$ cat src/rtl/csr_int_ctrl_if.sv
// Pipeline-side port bundle of the interrupt/trap sequencer.
// master: ID/EX stage and CSR file side; slave: csr_int_ctrl.
interface csr_int_ctrl_if #(
    parameter int unsigned DW = 16,
    parameter int unsigned AW = 16
);
    // Trigger sources and EX-stage status
    logic          irq_i;
    logic          ecall_i;
    logic          mret_i;
    logic [AW-1:0] inst_addr_i;
    logic          ex_jump_i;
    logic [AW-1:0] ex_jump_addr_i;
    logic          ex_csr_we_i;
    logic          ex_busy_i;

    // CSR file read-back
    logic          global_int_en_i;
    logic [DW-1:0] csr_mtvec_i;
    logic [DW-1:0] csr_mepc_i;
    logic [DW-1:0] csr_mstatus_i;

    // Stall, CSR write port and PC redirect
    logic          hold_o;
    logic          csr_we_o;
    logic [AW-1:0] csr_waddr_o;
    logic [AW-1:0] csr_raddr_o;
    logic [DW-1:0] csr_wdata_o;
    logic          jump_o;
    logic [AW-1:0] jump_addr_o;

    modport master (
        output irq_i, ecall_i, mret_i, inst_addr_i, ex_jump_i, ex_jump_addr_i,
               ex_csr_we_i, ex_busy_i, global_int_en_i, csr_mtvec_i, csr_mepc_i,
               csr_mstatus_i,
        input  hold_o, csr_we_o, csr_waddr_o, csr_raddr_o, csr_wdata_o, jump_o,
               jump_addr_o
    );

    modport slave (
        input  irq_i, ecall_i, mret_i, inst_addr_i, ex_jump_i, ex_jump_addr_i,
               ex_csr_we_i, ex_busy_i, global_int_en_i, csr_mtvec_i, csr_mepc_i,
               csr_mstatus_i,
        output hold_o, csr_we_o, csr_waddr_o, csr_raddr_o, csr_wdata_o, jump_o,
               jump_addr_o
    );
endinterface

$ cat src/rtl/csr_int_ctrl.sv
// Interrupt/trap sequencer: stalls the pipeline, writes mepc/mcause/mstatus
// through the CSR "int" port one per cycle, then issues a one-cycle jump.
module csr_int_ctrl #(
    parameter int unsigned    DW          = 16,
    parameter int unsigned    AW          = 16,
    parameter logic [DW-1:0]  IRQ_CAUSE   = DW'(16'h800B),
    parameter logic [DW-1:0]  ECALL_CAUSE = DW'(16'h000B)
) (
    input  logic           clk,
    input  logic           rst,
    csr_int_ctrl_if.slave  bus
);

    localparam int unsigned CSR_AW   = 12;
    localparam int unsigned MIE_BIT  = 3;
    localparam int unsigned MPIE_BIT = 7;

    localparam logic [CSR_AW-1:0] CSR_MSTATUS = 12'h300;
    localparam logic [CSR_AW-1:0] CSR_MEPC    = 12'h341;
    localparam logic [CSR_AW-1:0] CSR_MCAUSE  = 12'h342;

    typedef enum logic [2:0] {
        S_IDLE,
        S_WAIT,
        S_W_MEPC,
        S_W_MCAUSE,
        S_W_MSTATUS,
        S_W_MRET,
        S_JUMP
    } state_e;

    state_e          state_q, state_d;
    logic [AW-1:0]   epc_q, epc_d;
    logic [DW-1:0]   cause_q, cause_d;
    logic            is_mret_q, is_mret_d;

    logic            csr_we_q, csr_we_d;
    logic [AW-1:0]   csr_waddr_q, csr_waddr_d;
    logic [DW-1:0]   csr_wdata_q, csr_wdata_d;
    logic            jump_q, jump_d;
    logic [AW-1:0]   jump_addr_q, jump_addr_d;

    logic            trigger;
    logic            ex_port_busy;
    logic [DW-1:0]   mstatus_trap;
    logic [DW-1:0]   mstatus_mret;

    // Next-state, capture and output decode. Outputs are decoded from the
    // next state so the registered write appears in the cycle of that state.
    always_comb begin
        state_d      = state_q;
        epc_d        = epc_q;
        cause_d      = cause_q;
        is_mret_d    = is_mret_q;
        csr_we_d     = 1'b0;
        csr_waddr_d  = '0;
        csr_wdata_d  = '0;
        jump_d       = 1'b0;
        jump_addr_d  = '0;

        trigger      = bus.ecall_i | bus.mret_i | (bus.irq_i & bus.global_int_en_i);
        ex_port_busy = bus.ex_csr_we_i | bus.ex_busy_i;

        mstatus_trap           = bus.csr_mstatus_i;
        mstatus_trap[MPIE_BIT] = bus.csr_mstatus_i[MIE_BIT];
        mstatus_trap[MIE_BIT]  = 1'b0;

        mstatus_mret           = bus.csr_mstatus_i;
        mstatus_mret[MIE_BIT]  = bus.csr_mstatus_i[MPIE_BIT];
        mstatus_mret[MPIE_BIT] = 1'b1;

        case (state_q)
            S_IDLE: begin
                if (trigger) begin
                    epc_d     = bus.ex_jump_i ? bus.ex_jump_addr_i : bus.inst_addr_i;
                    is_mret_d = bus.mret_i & ~bus.ecall_i;
                    if (!is_mret_d) begin
                        cause_d = bus.ecall_i ? ECALL_CAUSE : IRQ_CAUSE;
                    end
                    if (ex_port_busy) begin
                        state_d = S_WAIT;
                    end else begin
                        state_d = is_mret_d ? S_W_MRET : S_W_MEPC;
                    end
                end
            end
            // The EX write port has priority in the CSR file; never overlap it.
            S_WAIT: begin
                if (!ex_port_busy) begin
                    state_d = is_mret_q ? S_W_MRET : S_W_MEPC;
                end
            end
            S_W_MEPC:    state_d = S_W_MCAUSE;
            S_W_MCAUSE:  state_d = S_W_MSTATUS;
            S_W_MSTATUS: state_d = S_JUMP;
            S_W_MRET:    state_d = S_JUMP;
            S_JUMP:      state_d = S_IDLE;
            default:     state_d = S_IDLE;
        endcase

        case (state_d)
            S_W_MEPC: begin
                csr_we_d    = 1'b1;
                csr_waddr_d = AW'(CSR_MEPC);
                csr_wdata_d = DW'(epc_d);
            end
            S_W_MCAUSE: begin
                csr_we_d    = 1'b1;
                csr_waddr_d = AW'(CSR_MCAUSE);
                csr_wdata_d = cause_d;
            end
            S_W_MSTATUS: begin
                csr_we_d    = 1'b1;
                csr_waddr_d = AW'(CSR_MSTATUS);
                csr_wdata_d = mstatus_trap;
            end
            S_W_MRET: begin
                csr_we_d    = 1'b1;
                csr_waddr_d = AW'(CSR_MSTATUS);
                csr_wdata_d = mstatus_mret;
            end
            S_JUMP: begin
                jump_d      = 1'b1;
                jump_addr_d = is_mret_d ? AW'(bus.csr_mepc_i) : AW'(bus.csr_mtvec_i);
            end
            default: begin
                csr_we_d = 1'b0;
            end
        endcase
    end

    // State, captured context and registered outputs
    always_ff @(posedge clk) begin
        if (rst) begin
            state_q     <= S_IDLE;
            epc_q       <= '0;
            cause_q     <= '0;
            is_mret_q   <= 1'b0;
            csr_we_q    <= 1'b0;
            csr_waddr_q <= '0;
            csr_wdata_q <= '0;
            jump_q      <= 1'b0;
            jump_addr_q <= '0;
        end else begin
            state_q     <= state_d;
            epc_q       <= epc_d;
            cause_q     <= cause_d;
            is_mret_q   <= is_mret_d;
            csr_we_q    <= csr_we_d;
            csr_waddr_q <= csr_waddr_d;
            csr_wdata_q <= csr_wdata_d;
            jump_q      <= jump_d;
            jump_addr_q <= jump_addr_d;
        end
    end

    // Stall must reach IF/ID/EX in the trigger cycle itself
    assign bus.hold_o      = (state_q != S_IDLE) | trigger;
    assign bus.csr_raddr_o = AW'(CSR_MSTATUS);
    assign bus.csr_we_o    = csr_we_q;
    assign bus.csr_waddr_o = csr_waddr_q;
    assign bus.csr_wdata_o = csr_wdata_q;
    assign bus.jump_o      = jump_q;
    assign bus.jump_addr_o = jump_addr_q;

endmodule

$ cat src/flat_wrapper.sv
// flat-port wrapper written by rule: the top's interface ports become plain ports
module csr_int_ctrl_flat 
#(
    parameter int unsigned    DW          = 16,
    parameter int unsigned    AW          = 16,
    parameter logic [DW-1:0]  IRQ_CAUSE   = DW'(16'h800B),
    parameter logic [DW-1:0]  ECALL_CAUSE = DW'(16'h000B)
)
  (clk, rst, bus_irq_i, bus_ecall_i, bus_mret_i, bus_inst_addr_i, bus_ex_jump_i, bus_ex_jump_addr_i, bus_ex_csr_we_i, bus_ex_busy_i, bus_global_int_en_i, bus_csr_mtvec_i, bus_csr_mepc_i, bus_csr_mstatus_i, bus_hold_o, bus_csr_we_o, bus_csr_waddr_o, bus_csr_raddr_o, bus_csr_wdata_o, bus_jump_o, bus_jump_addr_o);
  csr_int_ctrl_if #(.DW(DW), .AW(AW)) bus_i ();
  input  logic clk;
  input  logic rst;
  input wire logic [$bits(bus_i.irq_i)-1:0] bus_irq_i;
  input wire logic [$bits(bus_i.ecall_i)-1:0] bus_ecall_i;
  input wire logic [$bits(bus_i.mret_i)-1:0] bus_mret_i;
  input wire logic [$bits(bus_i.inst_addr_i)-1:0] bus_inst_addr_i;
  input wire logic [$bits(bus_i.ex_jump_i)-1:0] bus_ex_jump_i;
  input wire logic [$bits(bus_i.ex_jump_addr_i)-1:0] bus_ex_jump_addr_i;
  input wire logic [$bits(bus_i.ex_csr_we_i)-1:0] bus_ex_csr_we_i;
  input wire logic [$bits(bus_i.ex_busy_i)-1:0] bus_ex_busy_i;
  input wire logic [$bits(bus_i.global_int_en_i)-1:0] bus_global_int_en_i;
  input wire logic [$bits(bus_i.csr_mtvec_i)-1:0] bus_csr_mtvec_i;
  input wire logic [$bits(bus_i.csr_mepc_i)-1:0] bus_csr_mepc_i;
  input wire logic [$bits(bus_i.csr_mstatus_i)-1:0] bus_csr_mstatus_i;
  output wire logic [$bits(bus_i.hold_o)-1:0] bus_hold_o;
  output wire logic [$bits(bus_i.csr_we_o)-1:0] bus_csr_we_o;
  output wire logic [$bits(bus_i.csr_waddr_o)-1:0] bus_csr_waddr_o;
  output wire logic [$bits(bus_i.csr_raddr_o)-1:0] bus_csr_raddr_o;
  output wire logic [$bits(bus_i.csr_wdata_o)-1:0] bus_csr_wdata_o;
  output wire logic [$bits(bus_i.jump_o)-1:0] bus_jump_o;
  output wire logic [$bits(bus_i.jump_addr_o)-1:0] bus_jump_addr_o;
  assign bus_i.irq_i = bus_irq_i;
  assign bus_i.ecall_i = bus_ecall_i;
  assign bus_i.mret_i = bus_mret_i;
  assign bus_i.inst_addr_i = bus_inst_addr_i;
  assign bus_i.ex_jump_i = bus_ex_jump_i;
  assign bus_i.ex_jump_addr_i = bus_ex_jump_addr_i;
  assign bus_i.ex_csr_we_i = bus_ex_csr_we_i;
  assign bus_i.ex_busy_i = bus_ex_busy_i;
  assign bus_i.global_int_en_i = bus_global_int_en_i;
  assign bus_i.csr_mtvec_i = bus_csr_mtvec_i;
  assign bus_i.csr_mepc_i = bus_csr_mepc_i;
  assign bus_i.csr_mstatus_i = bus_csr_mstatus_i;
  assign bus_hold_o = bus_i.hold_o;
  assign bus_csr_we_o = bus_i.csr_we_o;
  assign bus_csr_waddr_o = bus_i.csr_waddr_o;
  assign bus_csr_raddr_o = bus_i.csr_raddr_o;
  assign bus_csr_wdata_o = bus_i.csr_wdata_o;
  assign bus_jump_o = bus_i.jump_o;
  assign bus_jump_addr_o = bus_i.jump_addr_o;
  csr_int_ctrl #(.DW(DW), .AW(AW), .IRQ_CAUSE(IRQ_CAUSE), .ECALL_CAUSE(ECALL_CAUSE)) u_core (.clk(clk), .rst(rst), .bus(bus_i));
endmodule
$ cat config.mk
export PLATFORM = sky130hd
export DESIGN_NAME = csr_int_ctrl_flat
export DESIGN_NICKNAME = d
export VERILOG_FILES = /design/src/rtl/csr_int_ctrl_if.sv /design/src/rtl/csr_int_ctrl.sv /design/src/flat_wrapper.sv
export SDC_FILE = /design/constraint.sdc
export NUM_CORES = 1
export LEC_CHECK = 0
export CAP_MARGIN = 20
export CORE_ASPECT_RATIO = 0.5
export CORE_MARGIN = 2
export CORE_UTILIZATION = 45
export CTS_BUF_LIST = sky130_fd_sc_hd__clkbuf_4 sky130_fd_sc_hd__clkbuf_8
export DETAILED_ROUTE_END_ITERATION = 10
export GPL_TIMING_DRIVEN = 0
export PLACE_DENSITY_LB_ADDON = 0.05
export SLEW_MARGIN = 20
export SYNTH_ARGS = -nofsm -noshare
export SYNTH_HDL_FRONTEND = slang
export SYNTH_SLANG_ARGS = --single-unit
$ cat constraint.sdc
create_clock -name clk -period 5.5 [get_ports clk]
set_input_delay 1.375 -clock clk [delete_from_list [all_inputs] [get_ports clk]]
set_output_delay 1.375 -clock clk [all_outputs]
set_load 0.01 [all_outputs]
=== Yosys cells after proc, flatten, opt, wreduce, memory -nomap -nowiden ===
Index checks and enable logic that the tools add are counted.

* Register bits after elaboration: 86
* Memory bits (writable): 0
* Memories: 0
* ROM bits: 0
* Input bits: 89
* Bits in latches: 0
* Logic and storage cells: 53

* Add/sub/neg operators: 0
* Reductions and logical operators: 6
* Div/mod/pow operators: 0
* Magnitude comparators: 0
* Equal/unequal tests: 10
* Bitwise operators: 8
* Mux-type cells: 20
* Multipliers: 0
* Shifts and indexed selects: 0

{| class="wikitable"
|+ Operators by type and width
! cell !! count
|-
| 2-to-1 mux 16 bit || 8
|-
| case mux 16 bit (4 select lines) || 1
|-
| case mux 10 bit (3 select lines) || 1
|-
| == test 3 bit (second input constant) || 5
|-
| 2-to-1 mux 3 bit || 5
|-
| case mux 3 bit (5 select lines) || 1
|-
| == test 3 x 2 -> 1 bit (second input constant) || 4
|-
| OR reduction 2 bit || 3
|-
| 2-to-1 mux 1 bit || 4
|-
| OR 1 bit || 4
|-
| OR reduction 4 bit || 1
|-
| == test 3 x 1 -> 1 bit (second input constant) || 1
|-
| logical NOT 3 bit || 1
|-
| nonzero test 3 bit || 1
|-
| AND 1 bit || 2
|-
| inverter 1 bit || 2
|}

=== Logic depth before layout (Yosys ltp) ===
* Word-level depth: 9
* Gate-level depth with buffers: 8
* Mapped depth without buffers: 5

=== Worst setup path after synthesis ===
Ideal clock, no wire load.

* Kind: input-to-output
* Start: in bus_irq_i
* End: out bus_hold_o
* Slack: 2.379 ns
* Data arrival time: 1.746 ns
* Stages on the path: 2
* Path through: a21oi_1 -> nand3_1

* Word-level cells in the longest chain between the ends: 3

{| class="wikitable"
|+ Ends and longest elaborated chain
! element !! line !! source
|-
| from (decl) || flat_wrapper.sv:13 || <nowiki>input wire logic [$bits(bus_i.irq_i)-1:0] bus_irq_i;</nowiki>
|-
| AND 1 bit || csr_int_ctrl.sv:61 || <nowiki>trigger = bus.ecall_i | bus.mret_i | (bus.irq_i & bus.global_int_en_i);</nowiki>
|-
| OR 1 bit || csr_int_ctrl.sv:61 ||
|-
| OR 1 bit || csr_int_ctrl.sv:158 || <nowiki>assign bus.hold_o = (state_q != S_IDLE) | trigger;</nowiki>
|-
| to (decl) || flat_wrapper.sv:25 || <nowiki>output wire logic [$bits(bus_i.hold_o)-1:0] bus_hold_o;</nowiki>
|}

Every way passes these cells.

=== Final worst setup path ===
* Start: in bus_ecall_i
* End: out bus_hold_o

* Word-level cells in the longest chain between the ends: 3

{| class="wikitable"
|+ Ends and longest elaborated chain
! element !! line !! source
|-
| from (decl) || flat_wrapper.sv:14 || <nowiki>input wire logic [$bits(bus_i.ecall_i)-1:0] bus_ecall_i;</nowiki>
|-
| OR 1 bit (2 in series) || csr_int_ctrl.sv:61 ||
|-
| OR 1 bit || csr_int_ctrl.sv:158 ||
|}

Every way passes these cells.

==> run metrics <==
count leader, synth dfxtp_1; H-tree depth 3; Worst Hold Depth 2; final worst clock skew between 0.008 and 0.009 ns; DP HPWL 5990 µm; LEAKAGE approximately 2 nW; Syn Inst Count 319; minimum clock period 4.15 ns; Initial Util 47.4%; top post-synthesis cells by area dfxtp_1 (46%), mux2i_1 (9.9%), buf_4 (7.4%); Routed Antenna Nets 0; Critical Path End Type primary output; status finished, final reports clean; f_max 241 MHz; setup TNS 0 ns; Post-route DRC 0; post-synthesis async set-or-reset flop share 0%; Worst Hold End u_core.cause_q[3]; vias in the first global route 2614; area share of the largest cell type after synthesis 45.9%; post-synthesis cell type count 39; DR vias around 2700; slew margin rel. 62.2%; Max FO, Critical Path 5; number of buffers inserted by hold repair at cts 0; post-synthesis sequential area ratio 45.9%; Yosys reg bits 74; initial antenna violation count 0; GRT overflow 0; share of layout cells above drive strength 1 between 15 and 20%; Peak VDD IR about 0.16 mV; most common cell type on the critical path clkdlybuf4s50_1; later-pin clock latency in the skew report roughly 0.35 ns; initial drt markers ~160; Die W about 120 µm; routed wire length 7710 µm; CP startpoint kind primary input; Hold Startpoint u_core.cause_q[3]; pin count of the biggest net entering global routing 14; Top FF cell, synth dfxtp_1; pwr dens 300 nW/µm²; list of most frequent post-synthesis cells dfxtp_1 (74), nor2_1 (37), buf_4 (32), mux2i_1 (32), nor3_1 (17); CP max stage delay 0.51 ns; post-synth top area cell dfxtp_1; Post CTS Setup Buffer Count 0; Worst EP required 4.12 ns; post-cts resize count 0; # rows 21; Die ar. 7910 µm²; R2R setup slack between 3 and 4 ns; Synth Area per Inst a little over 10 µm²; CP cell instances clkdlybuf4s50_1 -> a21oi_1 -> nand3_1 -> clkdlybuf4s50_1; Placed Area between 4000 and 5000 µm²; CP arrival 2.78 ns; I/O pin cnt 156; minimum hold slack 0.455 ns; clock sinks 74; register clock-pin slew on the reported worst setup and hold paths 0.08 ns; Post-Syn Area 3230 µm²; Tcrit/Tclk final approximately 75%; RSZ-0062 raised after global routing no; Via density about 4.7; maxcap violations 0; FF-to-FF path depth 7; clk root buf clkbuf_8; die height about 64 µm; pre-CTS WS 1.36 ns; # nets final 570; RR Endpoint u_core.bus.csr_wdata_o[5]; slowest CP cell clkdlybuf4s50_1; Area Growth Syn to Fin 53.0%; RD Place Congestion 0.863; RR Startpoint u_core.state_q[0]; I/O Buffers about 130; number of buffers created by CTS 9; # diodes 0; Crit Path Class primary input to primary output; Hold WC Path Type flip-flop to flip-flop; Tot Pwr between 1 and 1.5 mW; first-pass GRT wire length 12200 µm; CTS tree yes; worst-margin pin slew 0.565 ns; final count of hold timing violations 0; EDFF count, synth 0; core area 6810 µm²; drt wl/cell 13.3 µm; final worst slack between 1 and 1.5 ns; Yosys warning total 0; Finished Cell Area 4940 µm²; Global Route Usage Sum 20.2%; Pre-Repair DR Iteration Count 4; final setup violation count 0; Slew Limit Fails 0; CTS Buffer Depth 2
-- stage by stage --
step           utilization [%]  instances
2_1_floorplan                -        344
3_3_place_gp              69.0        562
3_5_place_dp              69.0        562
4_1_cts                   72.6        578
5_1_grt                   72.6        578
6_report                  72.6        578
-- cell type report --
class / count / area, µm²
timing repair buffer: 126 / 1260
buffer: 47 / 325
multi-input combinational: 215 / 1480
fill: 511 / 1870
inverter: 8 / 30.0
clock inverter: 7 / 118
clock buffer: 9 / 124
tap: 92 / 115
sequential: 74 / 1480
-- cell families (layout without fill, tap and decap cells) --
family | after synthesis | in the layout | synth area share (%)
flops | 74 | 74 | 45.9
compound gates | 56 | 56 | 14.1
buf+inv | 55 | 197 | 11.0
other cells | 2 | 27 | 0.233
simple gates | 84 | 84 | 13.3
mux | 48 | 48 | 15.5
-- power breakdown --
group          switching, mW  internal (mW)  total (mW)
registers             0.0125          0.573       0.586
logic                  0.193          0.205       0.397
clock network          0.198          0.301       0.499
-- worst max-delay path by stage --
stage | from | endpoint | slack (ns) | depth (start not counted)
6_report | bus_ecall_i | bus_hold_o | 1.35 | 4
5_1_grt | bus_ecall_i | bus_hold_o | 1.30 | 4
4_1_cts | bus_ecall_i | bus_hold_o | 1.35 | 4
3_5_place_dp | bus_ecall_i | bus_hold_o | 1.36 | 4
3_3_place_gp | bus_ecall_i | bus_hold_o | 1.38 | 4
2_1_floorplan | bus_irq_i | bus_hold_o | 2.38 | 2
-- cells in the final DEF, fill, tap and decap left out, drive strengths merged, types with 8 or more instances in the layout --
cell type	Yosys	routed
mux2	16	16
o21a	16	16
mux2i	32	32
clkbuf	7	16
a21oi	11	11
dfxtp	74	74
and2	12	12
nor2	37	37
a22o	14	14
buf	40	40
conb	2	27
clkdlybuf4s50	0	126
nor3	17	17
inv	8	8
-- per-layer routing --
layer | share of wire (%) | track usage (%)
met2 | 47 | 33.7
met5 | 0 | 0
met1 | 42 | 23.8
met3 | 11 | 8.21
met4 | 0.84 | 6.25
-- critical path, delay by kind of cell --
kind | cells | cell delay [ns]
buf+inv | 2 | 1.00
compound gates | 1 | 0.28
simple gates | 1 | 0.12
-- sequential cells by signal, indices dropped and copies added, names as in the netlist --
register,flops
u_core.bus.csr_waddr_o,4
u_core.is_mret_q,1
u_core.bus.jump_addr_o,16
u_core.epc_q,16
u_core.state_q,3
u_core.bus.csr_wdata_o,16
u_core.cause_q,16
u_core.bus.csr_we_o,1
u_core.bus.jump_o,1
No activity file was read; power rests on OpenSTA's default activity.
==> RTL change 1 (config.mk and constraints unchanged) <==
`DW` is set to 16 in 3 places; all go to 32.
--- a/src/rtl/csr_int_ctrl_if.sv
+++ b/src/rtl/csr_int_ctrl_if.sv
@@ -3,3 +3,3 @@
 interface csr_int_ctrl_if #(
-    parameter int unsigned DW = 16,
+    parameter int unsigned DW = 32,
     parameter int unsigned AW = 16
--- a/src/rtl/csr_int_ctrl.sv
+++ b/src/rtl/csr_int_ctrl.sv
@@ -3,3 +3,3 @@
 module csr_int_ctrl #(
-    parameter int unsigned    DW          = 16,
+    parameter int unsigned    DW          = 32,
     parameter int unsigned    AW          = 16,
--- a/src/flat_wrapper.sv
+++ b/src/flat_wrapper.sv
@@ -3,3 +3,3 @@
 #(
-    parameter int unsigned    DW          = 16,
+    parameter int unsigned    DW          = 32,
     parameter int unsigned    AW          = 16,
Interface: changed (resized bus_csr_mepc_i, bus_csr_mstatus_i, bus_csr_mtvec_i and bus_csr_wdata_o); port bits go from 156 to 220. The function was not compared with the original's and may differ.
==> RTL change 1 against the unedited design <==
Wire length increased by 27%. Total power increased by 15%. Sequential cell count increased by 32. Synthesized cell count increased by 25%. Worst setup slack improved by 49 ps. Critical path depth unchanged. Final area increased by 23%. Register-to-register slack improved by 20 ps. Synthesized area increased by 26%. Critical path type unchanged. Critical endpoint unchanged. Largest cell class is now registers.
==> RTL change 1: results (changes against the unedited design) <==
Hold WS -> 471 ps (+15.8 ps)
R2R Setup Slk -> 3370 ps (+20 ps)
Share of layout cells above drive strength 1 -> 0.139 (-0.0260)
Clock Skew -> 12.6 ps (+4.17 ps)
Netlist cell types -> 38 (-2.6%)
PostCTS Resize Cnt -> 0 (unchanged)
Met1 GRT Util -> 0.258 (+0.0198)
Post-layout nets -> 731 (+28%)
CP Max Fanout -> 4 (-1)
Synth top cells by count -> dfxtp_1 (106), nor2_1 (62), mux2i_1 (32)
Synth area leaders -> dfxtp_1 (52%), mux2i_1 (7.9%), nor2_1 (5.7%)
Worst Hold End -> u_core.cause_q[8]$_SDFF_PP0_
Met3 Resource Use GR -> 0.0622 (-0.0200)
Hold Startpoint -> u_core.cause_q[8]$_SDFF_PP0_
Worst Reg-to-Reg Cells -> 6 (-1)
Detailed Place HPWL -> 7.68 mm (+28%)
Routed wl met2 -> 4.60 mm (+28%)
Leakage Power -> 2.49 nW (+22%)
Clock transition at path regs -> 100 ps (+20 ps)
Max-slew headroom -> 0.646 (+0.0236)
Worst skew pair latency -> 380 ps (+30 ps)
WL/cell -> 13.7 um (+2.7%)
Comb pwr share -> 0.245 (-0.023)
Register area share after synthesis -> 0.520 (+0.0610)
DRT Pass-1 Iters -> 5 (+1)
Post-route insts no fill -> 716 (+24%)
DR iter-0 viols -> 124 (-24%)
P_sw -> 0.507 mW (+26%)
Met2 usage -> 0.323 (-0.0138)
I/O Buffers -> 158 (+25%)
Status -> finished, final reports clean
First-pass GRT wire length -> 15.4 mm (+26%)
Clock-net power -> 0.461 mW (-7.6%)
Clk buf depth -> 2 (unchanged)
Worst hold path cell count -> 1 (-1)
Metal3 WL -> 687 um (-16%)
Largest net degree at the start of global routing -> 20 (+6)
M1 wire length -> 4.41 mm (+37%)
DP Worst Slack -> 1390 ps (+35.8 ps)
Placed Cells incl. Taps -> 700 (+25%)
Total track usage -> 0.199 (-0.00356)
Vias in the first global route -> 3150 (+21%)
Worst stage delay on the critical path -> 490 ps (-20 ps)
Worst path arrival time -> 2730 ps (-50 ps)
Number of cells produced by synthesis -> 400 (+25%)
RTL change 1: changes by cell type after synthesis, moves of 7 or more:
| cell | change |
|---|---|
| a22o_1 | -14 |
| nor2_1 | +25 |
| a22oi_1 | +30 |
| o21a_1 | -16 |
| a21oi_1 | +8 |
| clkbuf_1 | +7 |
| nor3_1 | -16 |
| or4_1 | +16 |
| and2_1 | +18 |
| dfxtp_1 | +32 |
RTL change 1: how the worst max path moves through the flow:
stage | from | depth (start not counted) | end | slack (ps)
after detailed placement | bus_ecall_i | 4 | bus_hold_o | 1390
after global placement | bus_ecall_i | 4 | bus_hold_o | 1390
after CTS | bus_ecall_i | 4 | bus_hold_o | 1370
final | bus_ecall_i | 4 | bus_hold_o | 1400
after global routing | bus_ecall_i | 4 | bus_hold_o | 1280
after floorplan | bus_irq_i | 2 | bus_hold_o | 2390
RTL change 1: through the flow:
stage          area (um^2)  total power [mW]
2_1_floorplan         4170              1.09
3_3_place_gp          5900              1.26
3_5_place_dp          5900              1.26
4_1_cts               6090              1.72
5_1_grt               6090              1.78
6_report              6090              1.71
RTL change 1: logic make-up after synthesis:
kind of cell	synth area share
compound gates	0.106
buf+inv	0.0813
flops	0.520
mux	0.128
other cells	0.00184
simple gates	0.162
RTL change 1: area by class of cell:
cell class | count | area (um^2)
sequential | 106 | 2120
fill | 691 | 2680
clock inverter | 6 | 58.8
multi-input combinational | 263 | 1720
inverter | 5 | 18.8
clock buffer | 10 | 131
timing repair buffer | 158 | 1580
buffer | 51 | 313
tap | 117 | 146
RTL change 1: worst max-delay path, delay by kind of cell:
kind	cells	cell delay, ps
AOI/OAI and AO/OA	1	300
buffers and inverters	2	960
and+or+nand+nor	1	90
==> RTL change 2 (same settings) <==
Made on the original files. `csr_waddr_q`, `csr_wdata_q` and `jump_addr_q` no longer have a reset.
--- a/src/rtl/csr_int_ctrl.sv
+++ b/src/rtl/csr_int_ctrl.sv
@@ -139,6 +139,3 @@
             csr_we_q    <= 1'b0;
-            csr_waddr_q <= '0;
-            csr_wdata_q <= '0;
             jump_q      <= 1'b0;
-            jump_addr_q <= '0;
         end else begin
@@ -149,7 +146,10 @@
             csr_we_q    <= csr_we_d;
-            csr_waddr_q <= csr_waddr_d;
-            csr_wdata_q <= csr_wdata_d;
             jump_q      <= jump_d;
-            jump_addr_q <= jump_addr_d;
         end
+    end
+
+    always_ff @(posedge clk) begin
+        csr_waddr_q <= csr_waddr_d;
+        csr_wdata_q <= csr_wdata_d;
+        jump_addr_q <= jump_addr_d;
     end
Behaviour: not the same (a bounded check fails within 4 cycles, from zero or initial values and one cycle with rst high).
==> RTL change 2 against the unedited design <==
Total power up 4.0%. Wire length down 0.82%. Combinational power rose by 11%. Worst setup slack improved by 28 ps. Sequential share of layout area is 0.67 points higher. Synthesized area decreased by 3.2%. Sequential cell count is the same. Final area shrank 2.2%. Die area fell by 3.1%. Register-to-register slack improved by 160 ps. Largest power group unchanged.
==> RTL change 2: results (changes against the unedited design) <==
Total track usage -> 0.197 (-0.00475)
GPL Wtd Cong -> 0.846 (-2.0%)
Worst r2r dst -> u_core.bus.csr_wdata_o[6]$_DFF_P_
Max-slew headroom -> 0.654 (+0.0319)
Synth area leaders -> dfxtp_1 (47%), mux2i_1 (10%), buf_4 (7.7%)
Status -> finished, final reports clean
Metal3 WL -> 677 um (-18%)
FFs & Latches -> 74 (unchanged)
Die ar. -> 7660 um^2 (-3.1%)
DP Worst Slack -> 1370 ps (+14.8 ps)
Register area share after synthesis -> 0.474 (+0.0153)
Initial core utilization -> 0.466 (-0.00806)
Share of layout cells above drive strength 1 -> 0.161 (-0.00312)
Post-Route WL -> 7.64 mm (-0.82%)
WL/cell -> 13.3 um (-0.30%)
Post-layout nets -> 567 (-0.53%)
Via density -> 4.81 (+1.8%)
Vias in the first global route -> 2698 (+3.2%)
Worst hold path cell count -> 1 (-1)
CP Max Fanout -> 6 (+1)
Peak VDD IR -> 0.000137 V (-13%)
Clock buf/inv share -> 0.0492 (+0.000312)
Clkbuf count -> 12 (+3)
Mapped Avg Cell Area -> 9.88 um^2 (-2.3%)
Min Tclk post-route -> 4120 ps (-28.1 ps)
Worst Hold End -> u_core.cause_q[7]$_SDFF_PP0_
DR iter-0 viols -> 146 (-11%)
Largest net degree at the start of global routing -> 13 (-1)
Hold WS -> 465 ps (+9.51 ps)
Multi-input combinational area share -> 0.286 (-0.0140)
Comb pwr share -> 0.286 (+0.018)
==> RTL change 2: changes by cell type after synthesis, moves of 3 or more <==
cell,change
a21oi_1,+3
a22o_1,-14
a2bb2oi_1,+8
a32oi_1,+6
inv_1,-5
mux2_2,-7
nand2_1,+7
nor3_1,-17
o21a_1,-16
o21ai_0,+7
o21ai_1,+5
o22ai_1,+8
==> RTL change 2: worst max-delay path, delay by kind of cell <==
| kind | cells | cell delay, ps |
|---|---|---|
| and+or+nand+nor | 1 | 90 |
| buffers and inverters | 2 | 990 |
| AOI/OAI and AO/OA | 1 | 300 |
==> RTL change 2: logic make-up (layout without fill, tap and decap cells) <==
logic type	after synthesis	after routing	synth area share
muxes	41	41	0.135
DFF	74	74	0.474
other	2	27	0.00240
buffers and inverters	52	194	0.113
AOI/OAI and AO/OA	63	63	0.135
and+or+nand+nor	84	84	0.140
